<file path="config.mk">
export PLATFORM = sky130hd
export DESIGN_NAME = keypad_scanner
export DESIGN_NICKNAME = d
export VERILOG_FILES = /design/src/rtl/keypad_scanner.sv
export SDC_FILE = /design/constraint.sdc
export NUM_CORES = 1
export LEC_CHECK = 0
export CAP_MARGIN = 20
export CORE_MARGIN = 3
export CORE_UTILIZATION = 40
export DETAILED_ROUTE_END_ITERATION = 10
export PLACE_DENSITY = 0.67
export SETUP_SLACK_MARGIN = 0.1
export SLEW_MARGIN = 20
export SYNTH_ARGS = -nofsm -noshare
export SYNTH_HDL_FRONTEND = slang
export SYNTH_SLANG_ARGS = --single-unit
export TNS_END_PERCENT = 100
</file>
<file path="constraint.sdc">
create_clock -name clk -period 2.5 [get_ports clk]
set_input_delay 0.75 -clock clk [delete_from_list [all_inputs] [get_ports clk]]
set_output_delay 0.75 -clock clk [all_outputs]
set_load 0.005 [all_outputs]
</file>
<file path="src/rtl/keypad_scanner.sv">
// 4x4 matrix keypad scanner: column scan, 2-flop row synchroniser, debounce, single-key encode.
// Define KEYPAD_REPEAT_EN to add an auto-repeat gap on keypad_pressed while a key is held.
module keypad_scanner #(
  parameter int SCAN_DIV     = 27000,
  parameter int SETTLE_CYC   = 8,
  parameter int DEBOUNCE_CYC = 270000,
  parameter int REPEAT_CYC   = 13500000
) (
  input  logic       clk,
  input  logic       rst_n,
  input  logic [3:0] row_in,
  output logic [3:0] col_out,
  output logic       keypad_pressed,
  output logic [4:0] key
);

  localparam int DW = (SCAN_DIV > 1) ? $clog2(SCAN_DIV) : 1;
  localparam int BW = $clog2(DEBOUNCE_CYC + 1);
  localparam logic [DW-1:0] SETTLE_V  = DW'(SETTLE_CYC);
  localparam logic [DW-1:0] DWELL_MAX = DW'(SCAN_DIV - 1);
  localparam logic [BW-1:0] DEB_LAST  = BW'(DEBOUNCE_CYC - 1);

  generate
    if (SETTLE_CYC >= SCAN_DIV || DEBOUNCE_CYC < 1 || REPEAT_CYC < 2) begin : g_bad_param
      $error("keypad_scanner: illegal parameter combination");
    end
  endgenerate

  typedef enum logic [1:0] {SCAN, DEBOUNCE, HELD, RELEASE} state_e;

  state_e          state_q, state_d;
  logic [3:0]      sync1_q, sync2_q;
  logic [1:0]      col_q, col_d;
  logic [DW-1:0]   dwell_q, dwell_d;
  logic [BW-1:0]   deb_q, deb_d;
  logic [3:0]      cand_q, cand_d;
  logic [4:0]      key_q, key_d;
  logic            pressed_q, pressed_d;
  logic [3:0]      rows, cand_pat;
  logic            row_ok, idle;
  logic [1:0]      row_idx;

`ifdef KEYPAD_REPEAT_EN
  localparam int RW = $clog2(REPEAT_CYC + 1);
  localparam logic [RW-1:0] REP_LAST = RW'(REPEAT_CYC - 1);
  logic [RW-1:0] rep_q, rep_d;
`endif

  assign rows           = sync2_q;
  assign idle           = (rows == 4'hF);
  assign cand_pat       = ~(4'b0001 << cand_q[3:2]);
  assign col_out        = ~(4'b0001 << col_q);
  assign keypad_pressed = pressed_q;
  assign key            = key_q;

  always_comb begin
    row_ok  = 1'b1;
    row_idx = 2'd0;
    case (rows)
      4'b1110: row_idx = 2'd0;
      4'b1101: row_idx = 2'd1;
      4'b1011: row_idx = 2'd2;
      4'b0111: row_idx = 2'd3;
      default: row_ok  = 1'b0;
    endcase
  end

  always_comb begin
    state_d   = state_q;
    col_d     = col_q;
    dwell_d   = dwell_q;
    deb_d     = deb_q;
    cand_d    = cand_q;
    key_d     = key_q;
    pressed_d = pressed_q;
`ifdef KEYPAD_REPEAT_EN
    rep_d     = rep_q;
`endif
    case (state_q)
      SCAN: begin
        if (dwell_q == SETTLE_V && row_ok) begin
          cand_d  = {row_idx, col_q};
          deb_d   = '0;
          dwell_d = '0;
          state_d = DEBOUNCE;
        end else if (dwell_q == DWELL_MAX) begin
          dwell_d = '0;
          col_d   = col_q + 2'd1;
        end else begin
          dwell_d = dwell_q + DW'(1);
        end
      end
      DEBOUNCE: begin
        if (rows == cand_pat) begin
          if (deb_q == DEB_LAST) begin
            state_d   = HELD;
            pressed_d = 1'b1;
            key_d     = {1'b0, cand_q};
`ifdef KEYPAD_REPEAT_EN
            rep_d     = '0;
`endif
          end else begin
            deb_d = deb_q + BW'(1);
          end
        end else begin
          state_d = SCAN;
          col_d   = col_q + 2'd1;
          dwell_d = '0;
        end
      end
      HELD: begin
        if (rows != cand_pat) begin
          // The idle cycle that exposes the release is the first of the debounce window.
          state_d   = RELEASE;
          deb_d     = idle ? BW'(1) : '0;
          pressed_d = 1'b1;
        end else begin
`ifdef KEYPAD_REPEAT_EN
          if (rep_q == REP_LAST) begin
            rep_d     = '0;
            pressed_d = 1'b0;
          end else begin
            rep_d     = rep_q + RW'(1);
            pressed_d = 1'b1;
          end
`endif
        end
      end
      RELEASE: begin
        if (idle) begin
          if (deb_q >= DEB_LAST) begin
            state_d   = SCAN;
            pressed_d = 1'b0;
            col_d     = col_q + 2'd1;
            dwell_d   = '0;
            deb_d     = '0;
          end else begin
            deb_d = deb_q + BW'(1);
          end
        end else if (rows == cand_pat) begin
          state_d = HELD;
          deb_d   = '0;
`ifdef KEYPAD_REPEAT_EN
          rep_d   = '0;
`endif
        end else begin
          deb_d = '0;
        end
      end
      default: state_d = SCAN;
    endcase
  end

  always_ff @(posedge clk or negedge rst_n) begin
    if (!rst_n) begin
      sync1_q   <= 4'hF;
      sync2_q   <= 4'hF;
      state_q   <= SCAN;
      col_q     <= 2'd0;
      dwell_q   <= '0;
      deb_q     <= '0;
      cand_q    <= 4'd0;
      key_q     <= 5'd31;
      pressed_q <= 1'b0;
    end else begin
      sync1_q   <= row_in;
      sync2_q   <= sync1_q;
      state_q   <= state_d;
      col_q     <= col_d;
      dwell_q   <= dwell_d;
      deb_q     <= deb_d;
      cand_q    <= cand_d;
      key_q     <= key_d;
      pressed_q <= pressed_d;
    end
  end

`ifdef KEYPAD_REPEAT_EN
  always_ff @(posedge clk or negedge rst_n) begin
    if (!rst_n) rep_q <= '0;
    else        rep_q <= rep_d;
  end
`endif

endmodule
</file>
==> reports/results.tsv <==
metric	value	unit
grt_pass1_vias	2299	
antenna_found_initial	0	
skew	11.3	ps
hold_viol	0	
grt_max_degree	29	
placementRows	30	
reg2reg_slack	100	ps
area_delta_synth_final	20.0	%
io_pins	16	
crit_type	register to register	
outcome	finished clean	
drive_gt1_share	20.3	%
synthFlopType	dfrtp_1	
chipHeight	92.3	um
io_buffers	15	
finalNetCount	361	
rr_endpoint	deb_q[17]	
hpwl	4530	um
r2r-start	rows[1]	
path_clk_slew	110	ps
die_area	8530	um^2
power_frac_seq	54.0	%
insertion_delay	320	ps
root_buffer	clkbuf_8	
diodes	0	
synth.distinct_cells	50	
arrival	2660	ps
p_per_area	577	nW/um^2
ys_ff_latch	56	
grt_first_pass_wirelength	10600	um
syn_area	2980	um^2
instances_no_fill	445	
start_kind	register	
drtIter0Drc	96	
wirelength	6550	um
synth_async_sr_flop_share	100	%
tightest_slew	441	ps
slew_violations	0	
rsz0062_at_grt	true	
period_needed	2400	ps
max_freq	416	MHz
globalplace.congestion	0.817	
cap_viol_max_count	0	
cts.path.max_buffers	2	
relSlewSlack	70.5	%
synth_top_area_share	36.1	%
yosysTopAreaCell	dfrtp_1	
wl_per_cell	14.7	um
worstPathRequired	2760	ps
yosys_warnings	0	
p_int	0.00143	W
cts_sinks	56	
final_cell_mix	dfrtp_1 (43), o21ai_0 (32), nand2_1 (28), nor2_1 (22), buf_4 (18)	
grt_usage	15.3	%
cp-end-kind	register	
min_path_type	input port to asynchronous set/reset pin	
ir_drop	0.336	mV
grt_overflow	0	
die_x	92.3	um
ys_seq_area_share	47.5	%
p_sw	0.000639	W
power	0.00206	W
clockPowerShare	26.2	%
synthTopCellsByArea	dfrtp_1 (36%), dfstp_2 (11%), o21ai_0 (5.9%), o31ai_1 (3.8%), nand2_1 (3.5%)	
route.detailed.drc	0	
reg2regPathDepth	7	
dp_cells	429	
antenna_left	0	
avgViaCountPerCell	5.41	
synth_nets	326	
synth_cells	313	
p_leak	1.49	nW
cts_tree	yes	
syn_avg_cell_area	9.53	um^2
core	7020	um^2
initial_core_util	42.5	%
layout_commonest_cell	dfrtp_1	
setup_viol	0	
cts_made_buffers	5	
switching_share	30.9	%
crit_path_max_fanout	6	
htreeDepth	2	
period_share	96.2	%
comb_power_share	19.8	%
synth-edff-count	0	
dr_total_vias	2408	
drtPass1Iterations	4	
-- critical path: stages, from the launching register on --
cell and delay, ps:
dfstp_2 600, or3b_1 360, a211o_1 300, nand2_2 100
nor3b_4 310, o21ai_4 120, or4_4 430, a21oi_2 120
-- routing by layer --
metal / track usage (%) / part of all wire, %
met5: 0 / 0
met4: 4.08 / 1.2
met3: 3.41 / 1.5
met2: 26.0 / 50
met1: 19.5 / 48
-- cell type report --
type                    count  area, um^2
fillers                   658        3440
clock buffers               5        68.8
repair buffers             38         345
well taps                  96         120
clock inverters             3        28.8
inverters                  17        63.8
multi-input cells         230        1530
flip-flops and latches     56        1420
-- state kept, by name (all words and copies together) (netlist names) --
| name | cells |
|---|---|
| cand_q | 4 |
| col_q | 2 |
| deb_q | 19 |
| dwell_q | 15 |
| key | 5 |
| keypad_pressed | 1 |
| rows | 4 |
| state_q | 2 |
| sync1_q | 4 |
-- what timing repair did --
| action | 4_1_cts | 5_1_grt |
|---|---|---|
| pin swaps | 1 | 9 |
| hold buffers | 0 | 0 |
| resized for setup | 1 | 23 |
| cloned | 0 | 1 |
| endpoints found under the hold margin | 0 | 0 |
| setup buffers | 0 | 8 |
| setup endpoints to repair | 5 | 22 |
-- worst max path at each step --
stage / startpoint / endpoint / slack, ps / depth (start not counted)
after global routing: rows[1] / deb_q[17] / -10 / 7
after global placement: dwell_q[0] / deb_q[17] / 110 / 9
after floorplan: rows[3] / deb_q[17] / 110 / 8
after CTS: rows[3] / deb_q[17] / 110 / 7
final: rows[1] / deb_q[17] / 100 / 7
after detailed placement: dwell_q[0] / deb_q[17] / 90 / 9
-- synth_stat cells, types with 3 or more instances --
cell type,number
dfrtp_1,43
o31ai_1,15
inv_1,17
o21ai_0,35
clkbuf_1,7
xor2_1,5
dfstp_2,13
nand3_1,14
nand4b_1,3
nor2_1,23
mux2_2,5
nand4_1,7
xnor2_1,4
nand2b_1,5
nor3b_1,3
o22ai_1,3
or4_1,3
and2_1,3
and3_1,11
a2bb2oi_1,5
nand2_1,28
a21o_1,4
and4_1,3
ha_1,7
or3_1,3
a21oi_1,7
nor2b_1,6
-- through the flow --
stage	util [%]	worst slack [ps]	hold slack (ps)	setup TNS, ps	area, um^2
floorplan	-	107	345	0	2990
global placement	47.4	113	346	0	3320
detailed placement	47.4	85.5	347	0	3320
CTS	48.8	110	353	0	3430
global route	51.0	-14.2	360	-14.2	3580
finish	51.0	96.0	344	0	3580
-- kinds of logic after synthesis --
kind of cell    count (synthesis)  synth area share (%)
buf+inv                        28                  3.99
fa+ha+maj                       7                  2.94
mux                             5                  1.89
flops                          56                  47.5
simple gates                  124                  22.7
compound gates                 84                  18.3
xor+xnor                        9                  2.64
-- power by group through the flow --
stage | clock, W | combinational, W | sequential (W)
after floorplan | 0 | 0.000263 | 0.00110
after global placement | 0 | 0.000383 | 0.00112
after detailed placement | 0 | 0.000397 | 0.00113
after CTS | 0.000557 | 0.000402 | 0.00111
after global routing | 0.000594 | 0.000470 | 0.00113
final | 0.000540 | 0.000409 | 0.00112
(Power assumes the default switching activity.)
